--- src/rtl/fetch_pkg.sv ---
// rtl/fetch_pkg.sv - shared types and constants for the instruction fetch stage
package fetch_pkg;

  typedef enum logic [2:0] {
    IDLE,
    REQ,
    WAIT,
    DRAIN,
    FAULT
  } fetch_state_t;

  localparam logic [31:0] NOP_INSTR = 32'h00000013;
  localparam int unsigned PC_STEP   = 4;

endpackage

--- src/rtl/fetch_buffer.sv ---
// rtl/fetch_buffer.sv - single-entry {instr, pc, fault} output buffer toward decode
module fetch_buffer
  import fetch_pkg::*;
#(
  parameter int unsigned     XLEN     = 32,
  parameter logic [XLEN-1:0] RESET_PC = '0
) (
  input  logic            clk,
  input  logic            reset_n,
  input  logic            clear_i,
  input  logic            load_i,
  input  logic [31:0]     load_instr_i,
  input  logic [XLEN-1:0] load_pc_i,
  input  logic            load_fault_i,
  input  logic            ready_i,
  output logic            valid_o,
  output logic            free_o,
  output logic [31:0]     instr_o,
  output logic [XLEN-1:0] pc_o,
  output logic            fault_o
);

  logic            valid_q, valid_d;
  logic [31:0]     instr_q, instr_d;
  logic [XLEN-1:0] pc_q, pc_d;
  logic            fault_q, fault_d;

  // Payload only changes on load, so it holds while decode stalls.
  always_comb begin
    valid_d = valid_q;
    instr_d = instr_q;
    pc_d    = pc_q;
    fault_d = fault_q;
    if (clear_i) begin
      valid_d = 1'b0;
    end else if (load_i) begin
      valid_d = 1'b1;
      instr_d = load_instr_i;
      pc_d    = load_pc_i;
      fault_d = load_fault_i;
    end else if (valid_q && ready_i) begin
      valid_d = 1'b0;
    end
  end

  always_ff @(posedge clk or negedge reset_n) begin
    if (!reset_n) begin
      valid_q <= 1'b0;
      instr_q <= NOP_INSTR;
      pc_q    <= RESET_PC;
      fault_q <= 1'b0;
    end else begin
      valid_q <= valid_d;
      instr_q <= instr_d;
      pc_q    <= pc_d;
      fault_q <= fault_d;
    end
  end

  assign valid_o = valid_q;
  assign free_o  = !valid_q || ready_i;
  assign instr_o = instr_q;
  assign pc_o    = pc_q;
  assign fault_o = fault_q;

endmodule

--- src/rtl/instruction_fetch_unit.sv ---
// rtl/instruction_fetch_unit.sv - fetch FSM issuing one imem request at a time into a decode buffer
module instruction_fetch_unit
  import fetch_pkg::*;
#(
  parameter int unsigned     XLEN     = 32,
  parameter logic [XLEN-1:0] RESET_PC = '0
) (
  input  logic            clk,
  input  logic            reset_n,
  input  logic [XLEN-1:0] pc,
  output logic            pc_enable,
  output logic [XLEN-1:0] pc_increment,
  input  logic            redirect,
  output logic            imem_req_valid,
  input  logic            imem_req_ready,
  output logic [XLEN-1:0] imem_req_addr,
  input  logic            imem_rsp_valid,
  input  logic [31:0]     imem_rsp_data,
  input  logic            imem_rsp_error,
  output logic            if_valid,
  input  logic            if_ready,
  output logic [31:0]     if_instr,
  output logic [XLEN-1:0] if_pc,
  output logic            if_fault
);

  fetch_state_t    state_q, state_d;
  logic [XLEN-1:0] req_pc_q, req_pc_d;

  logic            buf_free;
  logic            buf_load;
  logic [31:0]     buf_instr;
  logic [XLEN-1:0] buf_pc;
  logic            buf_fault;
  logic            pc_aligned;
  logic            req_fire;

  assign pc_aligned = (pc[1:0] == 2'b00);
  assign req_fire   = imem_req_valid && imem_req_ready;

  always_ff @(posedge clk or negedge reset_n) begin
    if (!reset_n) begin
      state_q <= IDLE;
    end else begin
      state_q <= state_d;
    end
  end

  // Redirect overrides every other transition; an accepted or outstanding request must drain.
  always_comb begin
    state_d = state_q;
    case (state_q)
      IDLE:  state_d = REQ;
      REQ: begin
        if (redirect)                      state_d = req_fire ? DRAIN : REQ;
        else if (req_fire)                 state_d = WAIT;
        else if (buf_free && !pc_aligned)  state_d = FAULT;
      end
      WAIT: begin
        if (redirect)            state_d = imem_rsp_valid ? REQ : DRAIN;
        else if (imem_rsp_valid) state_d = imem_rsp_error ? FAULT : REQ;
      end
      DRAIN: if (imem_rsp_valid) state_d = REQ;
      FAULT: if (redirect)       state_d = REQ;
      default: state_d = IDLE;
    endcase
  end

  always_comb begin
    imem_req_valid = 1'b0;
    buf_load       = 1'b0;
    buf_instr      = NOP_INSTR;
    buf_pc         = pc;
    buf_fault      = 1'b0;
    case (state_q)
      REQ: begin
        imem_req_valid = buf_free && pc_aligned;
        if (!redirect && buf_free && !pc_aligned) begin
          buf_load  = 1'b1;
          buf_fault = 1'b1;
        end
      end
      WAIT: begin
        if (!redirect && imem_rsp_valid) begin
          buf_load  = 1'b1;
          buf_instr = imem_rsp_error ? NOP_INSTR : imem_rsp_data;
          buf_pc    = req_pc_q;
          buf_fault = imem_rsp_error;
        end
      end
      default: ;
    endcase
  end

  assign req_pc_d = req_fire ? pc : req_pc_q;

  always_ff @(posedge clk or negedge reset_n) begin
    if (!reset_n) begin
      req_pc_q <= '0;
    end else begin
      req_pc_q <= req_pc_d;
    end
  end

  // Gated so a redirect seen during reset cannot load the PC register.
  assign pc_enable     = req_fire || (redirect && reset_n);
  assign pc_increment  = pc + XLEN'(PC_STEP);
  assign imem_req_addr = pc;

  fetch_buffer #(
    .XLEN     (XLEN),
    .RESET_PC (RESET_PC)
  ) u_fetch_buffer (
    .clk          (clk),
    .reset_n      (reset_n),
    .clear_i      (redirect),
    .load_i       (buf_load),
    .load_instr_i (buf_instr),
    .load_pc_i    (buf_pc),
    .load_fault_i (buf_fault),
    .ready_i      (if_ready),
    .valid_o      (if_valid),
    .free_o       (buf_free),
    .instr_o      (if_instr),
    .pc_o         (if_pc),
    .fault_o      (if_fault)
  );

endmodule
--- config.mk ---
export PLATFORM = sky130hd
export DESIGN_NAME = instruction_fetch_unit
export DESIGN_NICKNAME = d
export VERILOG_FILES = /design/src/rtl/fetch_pkg.sv /design/src/rtl/fetch_buffer.sv /design/src/rtl/instruction_fetch_unit.sv
export SDC_FILE = /design/constraint.sdc
export NUM_CORES = 1
export LEC_CHECK = 0
export CORE_MARGIN = 10
export CORE_UTILIZATION = 47
export CTS_CLUSTER_DIAMETER = 100
export DETAILED_ROUTE_END_ITERATION = 10
export MAX_ROUTING_LAYER = met4
export PLACE_DENSITY = 0.85
export SLEW_MARGIN = 20
export SYNTH_ARGS = -nofsm -noshare
export SYNTH_HDL_FRONTEND = slang
export SYNTH_SLANG_ARGS = --single-unit
--- constraint.sdc ---
create_clock -name clk -period 5.9 [get_ports clk]
set_input_delay 0.885 -clock clk [delete_from_list [all_inputs] [get_ports clk]]
set_output_delay 0.885 -clock clk [all_outputs]
set_load 0.005 [all_outputs]
== Yosys cells after proc, flatten, opt, wreduce, memory -nomap -nowiden ==
Cells that the tools add are included.
Word-level totals
  flip-flop bits (word level): 101
  bits of input ports: 71
  output and inout port bits: 132
  word-level logic and storage cells: 59
Operators by class
  add/subtract/negate cells: 1
  equal/unequal tests: 8
  multiplexer cells: 25
  bitwise logic cells: 1
  reduce and logical (&&, ||, !) cells: 18
Operators with widths (count)
  $mux 32: 5
  $add 32x3->32 const B: 1
  $mux 3: 8
  $pmux 3 s5: 1
  $logic_and 1x1->1: 8
  $mux 1: 7
  $eq 3x2->1 const B: 2
  $mux 2: 2
  $ne 2x2->1 const B: 2
  $ne 4x4->1 const B: 1
  $pmux 1 s2: 2
  $reduce_and 4->1: 1
  $eq 3x1->1 const B: 1
  $eq 3x3->1 const B: 1
  $logic_not 1->1: 3
  $logic_not 3->1: 1
  $ne 3x3->1 const B: 1
  $reduce_bool 3->1: 1
  $logic_not 2->1: 1
  $logic_or 1x1->1: 2
  $reduce_and 2->1: 1
  $not 1->1: 1

== Logic depth before layout (Yosys ltp) ==
Gate-level depths: netlist of run 1.
  word-level depth: 8
  mapped depth: 7
  mapped depth without buffers: 5

== Hierarchy ==
A second synthesis of run 1 with hierarchy kept.
Second synthesis, totals
  cell total of the unflattened synthesis: 429
  area total of the unflattened synthesis: 5691.7 sq um
Modules (own cells, without submodules)
  instruction_fetch_unit: times used 1, cells an instance 287, area an instance 2960.3 sq um, sequential area each 875.8 sq um
  fetch_buffer: times used 1, cells an instance 142, area an instance 2731.4 sq um, sequential area each 1655.3 sq um

== Worst setup path before layout of run 1 ==
OpenSTA, ideal clock, no wires.
  kind: input to output
  start point: input port pc[12]
  end point: output port pc_increment[27]
  data arrival time: 2.251 ns
  data required time: 5.015 ns
  slack: 2.764 ns
  stages on the path: 6
  path buffers: 2
  cells stage by stage: nand4_1 > or4_1 > clkbuf_1 > clkbuf_1 > nor4_1 > xor2_1
On the way
  word-level cells in the longest chain between the ends: 1
RTL lines
  from (decl): line instruction_fetch_unit.sv:10  | input logic [XLEN-1:0] pc,
  $add 32x3->32: line instruction_fetch_unit.sv:107  | assign pc_increment = pc + XLEN'(PC_STEP);
  to (decl): line instruction_fetch_unit.sv:12  | output logic [XLEN-1:0] pc_increment,
No other way between the ends.

== Final worst setup path of run 1 ==
  start point: input port pc[6]
  end point: output port pc_increment[28]
The elaborated chain is that of the path after synthesis.

==> results.rst, run 1 <==
.. list-table::
   :header-rows: 1

   * - Metric
     - Value
   * - Antenna violations before repair
     - 0
   * - Hold crit path type
     - reg -> reg
   * - PwrDens
     - 340.4 mW/mm²
   * - Overall die area
     - 0.01501 mm²
   * - Worst Hold Path Cells
     - 2
   * - Final weighted congestion of routability-driven global placement
     - 0.7584
   * - Final count of pins violating max slew
     - 0
   * - Routed vias/inst
     - 5.370
   * - Total clock buffers created by CTS
     - 9
   * - First-pass DRT Iterations
     - 4
   * - Die boundary width
     - 122.5 µm
   * - Tightest hold margin
     - 0.5100 ns
   * - Endpoint, Worst Hold
     - u_fetch_buffer.pc_o[7]
   * - Post-synth top area share
     - 0.4965
   * - Setup tns final
     - 0 ns
   * - Post-synthesis to final-layout area growth
     - 41.41%
   * - Count of distinct cell types in the synthesized netlist
     - 42
   * - Antenna violation net count after detailed routing
     - 0
   * - Number of standard cells after synthesis
     - 444
   * - Setup crit end kind
     - output pin
   * - Fin worst setup slack
     - 1.376 ns
   * - Dominant cells by area after synthesis
     - dfrtp_1 50%, mux2_2 6.8%, mux2i_1 6.5%
   * - Filler Cell Count
     - 792
   * - Count of port buffers added during placement
     - 202
   * - Fraction of layout cells with a size suffix above 1
     - 0.09934
   * - Critical path class
     - in -> out
   * - Via count of the first global-routing pass
     - 4207
   * - Root buf cell
     - clkbuf_8
   * - Effective utilization at floorplan
     - 0.4806
   * - Critical hold path startpoint
     - u_fetch_buffer.pc_o[7]
   * - Clock tree from TritonCTS
     - built
   * - Cell area reported after detailed placement
     - 0.006773 mm²
   * - Largest net degree at the start of global routing
     - 56
   * - H-tree depth
     - 3
   * - Clock tree sinks
     - 101
   * - Core footprint
     - 0.01028 mm²
   * - Row count
     - 37
   * - Wire length of the first global-routing pass
     - 22.49 mm
   * - Post-CTS sizing
     - 0
   * - Fraction of the cycle the final worst path needs
     - 0.7668
   * - Total congestion overflow
     - 0
   * - R2R depth
     - 4
   * - Synth Area per Inst
     - 11.13 µm²
   * - Worst slack at placement
     - 1.401 ns
   * - Clock network latency to the later pin of the worst-skew pair
     - 0.36 ns
   * - Synthesized cell area
     - 0.004940 mm²
   * - Residual DRC count
     - 0
   * - Total number of vias
     - 3974
   * - Tot Pwr
     - 2.378 mW
   * - Overall routed net length
     - 14.50 mm
   * - Total global-route track usage
     - 0.1916
   * - Final setup violating endpoints
     - 0
   * - Maximum capacitance violations
     - 0
   * - Number of nets in the layout
     - 671
   * - Number of placed I/O pins
     - 203
   * - Detailed placement HPWL
     - 10.81 mm
   * - Share of synthesized area occupied by flip-flops and latches
     - 0.5124
   * - Worst R2R Start
     - state_q[2]
   * - Net count after synthesis
     - 516
   * - Kind of start point of the critical path
     - primary input
   * - Peak supply drop
     - 0.1843 mV
   * - Buffers inserted by post-CTS timing repair
     - 0
   * - Worst R2R End
     - u_fetch_buffer.instr_o[28]
   * - Worst-case clock skew
     - 0.01408 ns
   * - Arrival time of the worst setup path
     - 3.64 ns
   * - Clock transition at the register clock pins on the worst setup and hold paths after CTS
     - 0.10 ns
   * - Final count of hold timing violations
     - 0
   * - Number of DRC markers after the initial detailed-route iteration
     - 231
   * - Yosys top cell by area
     - dfrtp_1
   * - Die Y
     - 122.5 µm
   * - CP Data Required Time
     - 5.02 ns
   * - Max Clk Rate
     - 221.0 MHz
   * - Layout Cell Area excl Fill
     - 0.006985 mm²
   * - Total leakage power
     - 3.136 nW
   * - RSZ-0062 raised after global routing
     - false
   * - Worst max-slew margin expressed relative to the limit
     - 0.3147
   * - Maximum clock path buffer count
     - 2
   * - Slew of the pin with the lowest slew margin
     - 1.028 ns
   * - Register-to-register setup slack
     - 3.07 ns
   * - Average routed wire per standard cell
     - 19.59 µm
   * - Result of the run
     - finished, final reports clean
   * - Inserted Diodes
     - 0
   * - Flop and latch count out of synthesis
     - 101
   * - Hold bufs inserted after CTS
     - 0
   * - Number of warning messages in the yosys log
     - 0
   * - Min cycle time layout
     - 4.524 ns
   * - Maximum fanout count along the critical path
     - 16
==> cell families (layout without fill, tap and decap cells) <==
| kind of cell | Yosys count | count (layout) | share of synthesized area |
|---|---|---|---|
| AOI/OAI and AO/OA | 75 | 75 | 0.1046 |
| xor gates and xnor gates | 28 | 28 | 0.04965 |
| adders and majority gates | 1 | 1 | 0.002533 |
| buffers and inverters | 68 | 228 | 0.08282 |
| DFF | 101 | 101 | 0.5124 |
| muxes | 62 | 62 | 0.1332 |
| and+or+nand+nor | 109 | 109 | 0.1147 |
==> cell type report <==
| cell class | instances | area (µm²) | area share |
|---|---|---|---|
| flip-flops and latches | 101 | 2531 | 0.3624 |
| repair buffers | 205 | 2042 | 0.2923 |
| well taps | 136 | 170.2 | 0.02436 |
| clock buffers | 9 | 123.9 | 0.01773 |
| inverters | 7 | 26.28 | 0.003761 |
| clock inverters | 7 | 88.84 | 0.01272 |
| multi-input cells | 275 | 2003 | 0.2868 |
==> where the power goes <==
group          switching [mW]  internal (mW)  total (mW)  leakage, nW
Sequential              0.133          0.927        1.06         1.27
Combinational           0.338          0.506       0.844         1.76
Clock                   0.265          0.208       0.473        0.106
==> flip-flops by register name (all words and copies together), names as in the netlist <==
register	flops
state_q	3
req_pc_q	32
u_fetch_buffer.pc_o	32
u_fetch_buffer.instr_o	32
u_fetch_buffer.valid_o	1
u_fetch_buffer.fault_o	1
==> worst max-delay path, stage by stage <==
cell             delay [ns]
clkdlybuf4s50_1        0.62
nand3_1                0.20
or4_1                  0.78
nor4_1                 0.40
xor2_1                 0.19
clkdlybuf4s50_1        0.56
==> placed cells by master, fill, tap and decap left out, types with 2 or more instances in the layout <==
cell type        instances
dfstp_2                  3
nor4_1                   8
and3_1                   5
o32a_1                   3
a21oi_1                 18
or3b_2                   2
o21ai_0                 19
mux2_2                  30
nor2_1                  25
clkdlybuf4s50_1        201
nor2b_1                  4
xnor2_1                  7
nand2_1                 13
nand2b_1                 2
buf_4                    4
inv_8                    3
inv_1                    7
clkbuf_8                 9
or3_1                    3
nor3_1                  10
and4_1                   2
mux2i_1                 32
xor2_1                  21
dfrtp_1                 98
nand4_1                  2
nand3_1                 25
a22o_1                  29
==> synthesized netlist by cell type, drive strengths merged <==
library cell,instances
o21bai,1
xnor2,7
mux2,30
and4,3
o21ai,19
and3,5
a21o,1
or3,3
nand2,14
dfrtp,98
inv,7
nor2,25
nand4,2
dfstp,3
nor4,8
nand3,25
xor2,21
nand2b,2
or4b,2
and2,1
ha,1
nor2b,4
a2bb2oi,1
or3b,2
o2bb2ai,1
clkbuf,17
or2,1
o32a,3
o211ai,1
buf,44
mux2i,32
nor4b,1
o31ai,1
a22o,29
or4,1
a21oi,18
nor3,10
==> per-layer routing <==
layer  part of all wire  wire (µm)  vias up  GRT usage
li1                   -          -     1857          -
met1               0.39       5720     1964     0.2143
met2               0.53       7638      141     0.3368
met3              0.066        956       12    0.04362
met4              0.012        181        0    0.05228
met5                  0          0        -          -
==> how the worst max path moves through the flow <==
stage	start	cells past startpoint	slack (ns)	end
floorplan	pc[12]	6	2.76	pc_increment[27]
global placement	pc[6]	6	1.48	pc_increment[30]
detailed placement	pc[6]	6	1.40	pc_increment[28]
CTS	pc[6]	6	1.39	pc_increment[30]
global route	pc[6]	6	1.23	pc_increment[28]
finish	pc[6]	6	1.38	pc_increment[28]
==> through the flow <==
step | std cells | utilization
floorplan | 444 | -
global placement | 724 | 0.6590
detailed placement | 724 | 0.6590
CTS | 740 | 0.6797
global route | 740 | 0.6797
finish | 740 | 0.6797
Note: power is estimated with default switching activity, not from simulation.
==> run 2: changes to the inputs <==
--- a/config.mk
+++ b/config.mk
@@ -6,11 +6,11 @@
 export NUM_CORES = 1
 export LEC_CHECK = 0
 export CORE_MARGIN = 10
-export CORE_UTILIZATION = 47
+export CORE_UTILIZATION = 43
 export CTS_CLUSTER_DIAMETER = 100
 export DETAILED_ROUTE_END_ITERATION = 10
 export MAX_ROUTING_LAYER = met4
-export PLACE_DENSITY = 0.85
+export PLACE_DENSITY = 0.78
 export SLEW_MARGIN = 20
 export SYNTH_ARGS = -nofsm -noshare
 export SYNTH_HDL_FRONTEND = slang
==> constraint.sdc (replaced) <==
create_clock -name clk -period 4.2 [get_ports clk]
set_input_delay 0.63 -clock clk [delete_from_list [all_inputs] [get_ports clk]]
set_output_delay 0.63 -clock clk [all_outputs]
set_load 0.005 [all_outputs]
==> run 2 against run 1 <==
  * Global-route usage down 1.1 points
  * Count of clock-buffer cells in the layout up 1
  * Via count up 0.40%
  * Final cell count up 1.6%
  * Core utilization down 5.3 points
  * First-iteration DRC count up 24%
  * Sequential share of layout area down 0.57 points
  * Routed wire length up 0.75%
  * Register-to-register slack worse by 1.5 ns
==> results.rst, run 2 (synthesis gave the netlist of run 1 again) <==
.. list-table::
   :header-rows: 1

   * - Metric
     - Value
   * - Total global-route track usage
     - 0.1807 (was 0.1916)
   * - Storage element area
     - 0.002531 mm² (unchanged)
   * - First-pass DRT Iterations
     - 6 (was 4)
   * - Slew of the pin with the lowest slew margin
     - 0.9470 ns (was 1.028 ns)
   * - Number of nets in the layout
     - 676 (was 671)
   * - Switching power share of the total
     - 0.2946 (was 0.3095)
   * - Number of DRC markers after the initial detailed-route iteration
     - 286 (was 231)
   * - RSZ-0062 raised after global routing
     - false (unchanged)
   * - Register-to-register setup slack
     - 1.53 ns (was 3.07 ns)
   * - Filler Cell Count
     - 966 (was 792)
   * - Clock transition at the register clock pins on the worst setup and hold paths after CTS
     - 0.07 ns (was 0.10 ns)
   * - Commonest non-fill, non-tap cell in the layout
     - clkdlybuf4s50_1 (unchanged)
   * - Inserted Diodes
     - 0 (unchanged)
   * - Delay of the slowest cell on the worst path
     - 0.61 ns (was 0.78 ns)
   * - Maximum clock path buffer count
     - 2 (unchanged)
   * - Maximum fanout count along the critical path
     - 16 (unchanged)
   * - Relative contribution of the clock network to total power
     - 0.224 (was 0.199)
   * - Core footprint
     - 0.01132 mm² (was 0.01028 mm²)
   * - H-tree depth
     - 3 (unchanged)
   * - Layout Cell Area excl Fill
     - 0.007097 mm² (was 0.006985 mm²)
   * - Critical path class
     - in -> out (unchanged)
   * - Net switching component of the power
     - 1.017 mW (was 0.7359 mW)
   * - Final setup violating endpoints
     - 0 (unchanged)
   * - Total congestion overflow
     - 0 (unchanged)
   * - Cell area reported after detailed placement
     - 0.006819 mm² (was 0.006773 mm²)
   * - Antenna violations before repair
     - 0 (unchanged)
   * - Wire length of the first global-routing pass
     - 23.20 mm (was 22.49 mm)
   * - Overall routed net length
     - 14.61 mm (was 14.50 mm)
   * - Internal power of the cells
     - 2.436 mW (was 1.642 mW)
   * - Cells along the critical path
     - clkdlybuf4s50_1 -> nand3_1 -> or4_1 -> buf_4 -> nor4_1 -> xor2_1 -> clkdlybuf4s50_1 (was clkdlybuf4s50_1 -> nand3_1 -> or4_1 -> nor4_1 -> xor2_1 -> clkdlybuf4s50_1)
   * - Min cycle time layout
     - 3.867 ns
   * - Share of total power in combinational logic
     - 0.344 (was 0.355)
   * - Largest net degree at the start of global routing
     - 76 (was 56)
   * - Fraction of layout cells with a size suffix above 1
     - 0.1067 (was 0.09934)
   * - Routed vias/inst
     - 5.306 (was 5.370)
   * - Clock tree from TritonCTS
     - built (unchanged)
   * - Arrival time of the worst setup path
     - 3.24 ns (was 3.64 ns)
   * - Final count of hold timing violations
     - 0 (unchanged)
   * - Effective utilization at floorplan
     - 0.4363 (was 0.4806)
   * - Maximum capacitance violations
     - 0 (unchanged)
   * - Total number of vias
     - 3990 (was 3974)
   * - Antenna violation net count after detailed routing
     - 0 (unchanged)
   * - Area of the multi-input gates
     - 0.002003 mm² (unchanged)
   * - Kind of start point of the critical path
     - primary input (unchanged)
   * - Slowest library cell on the worst path
     - clkdlybuf4s50_1 (was or4_1)
   * - Hold bufs inserted after CTS
     - 0 (unchanged)
   * - Final count of pins violating max slew
     - 0 (unchanged)
   * - Number of placed I/O pins
     - 203 (unchanged)
   * - Row count
     - 39 (was 37)
   * - Final weighted congestion of routability-driven global placement
     - 0.8533 (was 0.7584)
   * - Buffers inserted by post-CTS timing repair
     - 0 (unchanged)
   * - Average routed wire per standard cell
     - 19.42 µm (was 19.59 µm)
   * - Peak supply drop
     - 0.2212 mV (was 0.1843 mV)
   * - Count of port buffers added during placement
     - 202 (unchanged)
   * - Residual DRC count
     - 0 (unchanged)
   * - WP buf/inv
     - 3 (was 2)
   * - Root buf cell
     - clkbuf_16 (was clkbuf_8)
   * - Sequential group share of total power
     - 0.432 (was 0.446)
   * - Post-synthesis to final-layout area growth
     - 43.67% (was 41.41%)
   * - Max Clk Rate
     - 258.6 MHz
   * - Overall die area
     - 0.01617 mm² (was 0.01501 mm²)
   * - Worst max-slew margin expressed relative to the limit
     - 0.3687 (was 0.3147)
   * - Worst-case clock skew
     - 0.008666 ns (was 0.01408 ns)
   * - Total clock buffers created by CTS
     - 9 (unchanged)
   * - Hold crit path type
     - in -> async (was reg -> reg)
   * - Setup tns final
     - 0 ns (unchanged)
   * - PwrDens
     - 486.6 mW/mm² (was 340.4 mW/mm²)
   * - Die boundary width
     - 127.2 µm (was 122.5 µm)
   * - Setup crit end kind
     - output pin (unchanged)
   * - Crit path top cell by count
     - clkdlybuf4s50_1 (unchanged)
   * - Clock tree sinks
     - 101 (unchanged)
   * - Total leakage power
     - 3.187 nW (was 3.136 nW)
   * - Most used cells in the layout excluding fill and tap cells
     - 201 x clkdlybuf4s50_1, 98 x dfrtp_1, 32 x mux2i_1 (unchanged)
   * - Cell type group with the largest total delay on the critical path
     - buffers and inverters (was simple AND/OR/NAND/NOR gates)
   * - Fraction of the cycle the final worst path needs
     - 0.9206
   * - Detailed placement HPWL
     - 10.84 mm (was 10.81 mm)
   * - Die Y
     - 127.2 µm (was 122.5 µm)
   * - Post-CTS sizing
     - 0 (unchanged)
   * - Result of the run
     - finished, final reports clean (unchanged)
   * - Clock network latency to the later pin of the worst-skew pair
     - 0.34 ns (was 0.36 ns)
   * - CP Data Required Time
     - 3.57 ns (was 5.02 ns)
   * - Via count of the first global-routing pass
     - 4215 (was 4207)
==> run 2: layer usage <==
metal,vias to the layer above,global-route usage,share of wire
li1,1865,-,-
met1,1964,0.2071,0.41
met2,141,0.3035,0.51
met3,20,0.04673,0.059
met4,0,0.05760,0.019
met5,-,-,0
==> run 2: per-stage QoR <==
stage	hold WS (ns)	power [mW]	instances	util	setup WS (ns)
2_1_floorplan	0.3344	2.047	444	-	1.574
3_3_place_gp	0.4822	2.663	736	0.6023	0.4087
3_5_place_dp	0.4798	2.714	736	0.6023	0.3440
4_1_cts	0.1993	3.497	752	0.6269	0.3173
5_1_grt	0.2161	3.678	752	0.6269	0.1529
6_report	0.1931	3.453	752	0.6269	0.3334
==> run 2: path summary, 6_finish.rpt <==
check                                            start                    endpoint  cells past startpoint
worst min-delay path                           reset_n   u_fetch_buffer.instr_o[3]                      1
worst max-delay path                             pc[6]            pc_increment[31]                      7
max in group asynchronous                      reset_n                req_pc_q[21]                      2
min in group clk                u_fetch_buffer.fault_o      u_fetch_buffer.fault_o                      1
worst max register to register              state_q[2]  u_fetch_buffer.instr_o[13]                      4
worst min register to register  u_fetch_buffer.fault_o      u_fetch_buffer.fault_o                      1
==> run 2: power by group through the flow <==
stage	Clock, mW	Combinational, mW	Sequential [mW]
finish	0.773	1.19	1.49
floorplan	0	0.559	1.49
global route	0.833	1.30	1.54
global placement	0	1.18	1.49
detailed placement	0	1.21	1.51
CTS	0.794	1.21	1.49
==> run 2: cell type report <==
class                      instances  area share
timing repair buffer             210      0.2930
tap                              143     0.02521
clock inverter                     6    0.005465
inverter                           7    0.003702
clock buffer                      10     0.03367
multi-input combinational        275      0.2823
sequential                       101      0.3567
==> run 3: changes to the inputs <==
--- a/config.mk
+++ b/config.mk
@@ -10,7 +10,7 @@
 export CTS_CLUSTER_DIAMETER = 100
 export DETAILED_ROUTE_END_ITERATION = 10
 export MAX_ROUTING_LAYER = met4
-export PLACE_DENSITY = 0.78
+export PLACE_DENSITY = 0.8
 export SLEW_MARGIN = 20
 export SYNTH_ARGS = -nofsm -noshare
 export SYNTH_HDL_FRONTEND = slang
==> run 3 against run 2 <==
  * Total power grew 1.7%
  * Clock skew about the same
  * Core utilization up 0.29 points
  * First-iteration DRC count down 8.0%
  * Sequential cell count is the same
  * Largest cell class unchanged
  * Count of clock-buffer cells in the layout grew 1
  * Die area unchanged
  * Clock power rose by 8.4%
==> results.rst, run 3 (synthesis gave the netlist of run 1 again) <==
.. list-table::
   :header-rows: 1

   * - Metric
     - Value
   * - Die Y
     - 127.2 µm (unchanged)
   * - Relative contribution of the clock network to total power
     - 0.239 (was 0.224)
   * - Buffers inserted by post-CTS timing repair
     - 0 (unchanged)
   * - Final count of pins violating max slew
     - 0 (unchanged)
   * - Min cycle time layout
     - 4.090 ns (was 3.867 ns)
   * - Final count of hold timing violations
     - 0 (unchanged)
   * - Setup crit end kind
     - output pin (unchanged)
   * - Sequential group share of total power
     - 0.424 (was 0.432)
   * - Count of port buffers added during placement
     - 202 (unchanged)
   * - Fraction of the cycle the final worst path needs
     - 0.9739 (was 0.9206)
   * - Number of nets in the layout
     - 677 (was 676)
   * - Clock tree from TritonCTS
     - built (unchanged)
   * - Cell type group with the largest total delay on the critical path
     - simple AND/OR/NAND/NOR gates (was buffers and inverters)
   * - Slew of the pin with the lowest slew margin
     - 0.6874 ns (was 0.9470 ns)
   * - Via count of the first global-routing pass
     - 4256 (was 4215)
   * - Detailed placement HPWL
     - 10.81 mm (was 10.84 mm)
   * - Maximum clock path buffer count
     - 2 (unchanged)
   * - Total clock buffers created by CTS
     - 9 (unchanged)
   * - Post-CTS sizing
     - 0 (unchanged)
   * - Clock network latency to the later pin of the worst-skew pair
     - 0.34 ns (about the same)
   * - Tightest hold margin
     - 0.2984 ns (was 0.1931 ns)
   * - Routed vias/inst
     - 5.304 (was 5.306)
   * - Hold crit path type
     - in -> async (unchanged)
   * - Fraction of layout cells with a size suffix above 1
     - 0.1082 (was 0.1067)
   * - Maximum capacitance violations
     - 0 (unchanged)
   * - Number of DRC markers after the initial detailed-route iteration
     - 263 (was 286)
   * - Maximum fanout count along the critical path
     - 16 (unchanged)
   * - Effective utilization at floorplan
     - 0.4363 (unchanged)
   * - Max Clk Rate
     - 244.5 MHz (was 258.6 MHz)
   * - Hold bufs inserted after CTS
     - 0 (unchanged)
   * - Arrival time of the worst setup path
     - 3.46 ns (was 3.24 ns)
   * - Clock tree sinks
     - 101 (unchanged)
   * - Final weighted congestion of routability-driven global placement
     - 0.7964 (was 0.8533)
   * - Slowest library cell on the worst path
     - or4_1 (was clkdlybuf4s50_1)
   * - Register-to-register setup slack
     - 1.58 ns (was 1.53 ns)
   * - Crit path top cell by count
     - clkdlybuf4s50_1 (unchanged)
   * - Number of cells after detailed placement
     - 737 (was 736)
   * - PwrDens
     - 492.8 mW/mm² (was 486.6 mW/mm²)
   * - Worst R2R End
     - u_fetch_buffer.instr_o[30] (was u_fetch_buffer.instr_o[13])
   * - Row count
     - 39 (unchanged)
   * - Share of total power in combinational logic
     - 0.337 (was 0.344)
   * - Peak supply drop
     - 0.2663 mV (was 0.2212 mV)
   * - Root buf cell
     - clkbuf_16 (unchanged)
   * - Total congestion overflow
     - 0 (unchanged)
   * - Net switching component of the power
     - 1.011 mW (was 1.017 mW)
   * - Inserted Diodes
     - 0 (unchanged)
   * - Overall die area
     - 0.01617 mm² (unchanged)
   * - H-tree depth
     - 3 (unchanged)
   * - Internal power of the cells
     - 2.502 mW (was 2.436 mW)
   * - Commonest non-fill, non-tap cell in the layout
     - clkdlybuf4s50_1 (unchanged)
   * - Total number of vias
     - 3994 (was 3990)
   * - First-pass DRT Iterations
     - 4 (was 6)
   * - Result of the run
     - finished, final reports clean (unchanged)
   * - Post-synthesis to final-layout area growth
     - 44.33% (was 43.67%)
   * - Die boundary width
     - 127.2 µm (unchanged)
   * - Average routed wire per standard cell
     - 19.14 µm (was 19.42 µm)
   * - Most used cells in the layout excluding fill and tap cells
     - 201 x clkdlybuf4s50_1, 98 x dfrtp_1, 32 x mux2i_1 (unchanged)
   * - Switching power share of the total
     - 0.2878 (was 0.2946)
   * - Kind of start point of the critical path
     - primary input (unchanged)
   * - RSZ-0062 raised after global routing
     - false (unchanged)
   * - Total global-route track usage
     - 0.1755 (was 0.1807)
   * - Worst-case clock skew
     - 0.008651 ns (was 0.008666 ns)
   * - Number of placed I/O pins
     - 203 (unchanged)
   * - Worst R2R Start
     - state_q[1] (was state_q[2])
   * - Origin of the worst setup path
     - pc[7] (was pc[6])
   * - Clock transition at the register clock pins on the worst setup and hold paths after CTS
     - 0.07 ns (about the same)
   * - Antenna violations before repair
     - 0 (unchanged)
   * - WP buf/inv
     - 2 (was 3)
   * - Cells along the critical path
     - clkdlybuf4s50_1 -> nand3_1 -> or4_1 -> nor4_1 -> xor2_1 -> clkdlybuf4s50_1 (was clkdlybuf4s50_1 -> nand3_1 -> or4_1 -> buf_4 -> nor4_1 -> xor2_1 -> clkdlybuf4s50_1)
   * - Largest net degree at the start of global routing
     - 53 (was 76)
   * - Setup tns final
     - 0 ns (unchanged)
   * - Critical path class
     - in -> out (unchanged)
   * - Filler Cell Count
     - 917 (was 966)
   * - R2R depth
     - 5 (was 4)
   * - Post-Layout Cell Count
     - 753 (was 752)
   * - Core footprint
     - 0.01132 mm² (unchanged)
   * - CP Data Required Time
     - 3.57 ns (about the same)
   * - Worst max-slew margin expressed relative to the limit
     - 0.5401 (was 0.3687)
   * - Antenna violation net count after detailed routing
     - 0 (unchanged)
   * - Total leakage power
     - 3.208 nW (was 3.187 nW)
   * - Wire length of the first global-routing pass
     - 22.58 mm (was 23.20 mm)
   * - Count of cell instances traversed by the critical path
     - 6 (was 7)
   * - Overall routed net length
     - 14.42 mm (was 14.61 mm)
   * - Delay of the slowest cell on the worst path
     - 0.81 ns (was 0.61 ns)
   * - Final setup violating endpoints
     - 0 (unchanged)
   * - Crit path to
     - pc_increment[26] (was pc_increment[31])
   * - Residual DRC count
     - 0 (unchanged)
run 3: worst reg2reg max path, cell delays in order, from the launching register on:
cell	delay, ns
dfrtp_1	0.44
or4b_1	0.60
or3b_2	0.46
buf_4	0.30
and2_4	0.40
a22o_1	0.31
run 3: area by class of cell:
| class | count | area (µm²) | area share |
|---|---|---|---|
| timing repair buffer | 211 | 2087 | 0.2927 |
| clock inverter | 5 | 57.56 | 0.008073 |
| tap | 143 | 178.9 | 0.02510 |
| sequential | 101 | 2531 | 0.3550 |
| clock buffer | 11 | 242.7 | 0.03405 |
| multi-input combinational | 275 | 2006 | 0.2813 |
| inverter | 7 | 26.28 | 0.003686 |
run 3: how the worst min path moves through the flow:
stage                                      start                     end  slack (ns)  cells after the start
final                                    reset_n  u_fetch_buffer.valid_o        0.30                      1
after CTS                                reset_n  u_fetch_buffer.valid_o        0.33                      1
after floorplan                          reset_n             req_pc_q[0]        0.33                      0
after global routing                     reset_n  u_fetch_buffer.valid_o        0.36                      1
after global placement               req_pc_q[0]             req_pc_q[0]        0.48                      1
after detailed placement  u_fetch_buffer.fault_o  u_fetch_buffer.fault_o        0.49                      1
run 3: power by group through the flow:
| stage | Clock, mW | Combinational (mW) | Sequential [mW] |
|---|---|---|---|
| final | 0.838 | 1.19 | 1.49 |
| after global routing | 0.890 | 1.30 | 1.53 |
| after CTS | 0.857 | 1.22 | 1.49 |
| after detailed placement | 0 | 1.21 | 1.51 |
| after global placement | 0 | 1.18 | 1.49 |
| after floorplan | 0 | 0.559 | 1.49 |
run 3: per-stage QoR:
step / utilization / setup WS [ns] / cell area [µm²] / total power, mW
final: 0.6298 / 0.1097 / 7129 / 3.513
after global routing: 0.6298 / 0.01207 / 7129 / 3.721
after CTS: 0.6298 / 0.1452 / 7129 / 3.564
after detailed placement: 0.6032 / 0.1771 / 6829 / 2.719
after global placement: 0.6032 / 0.3060 / 6829 / 2.662
after floorplan: - / 1.574 / 4940 / 2.047
run 3: routing by layer:
metal,vias up,share of wire,wire length [µm],GRT usage
li1,1876,-,-,-
met1,1989,0.42,6000,0.1963
met2,116,0.52,7431,0.3001
met3,13,0.049,702,0.03888
met4,0,0.020,282,0.06698
met5,-,0,0,-
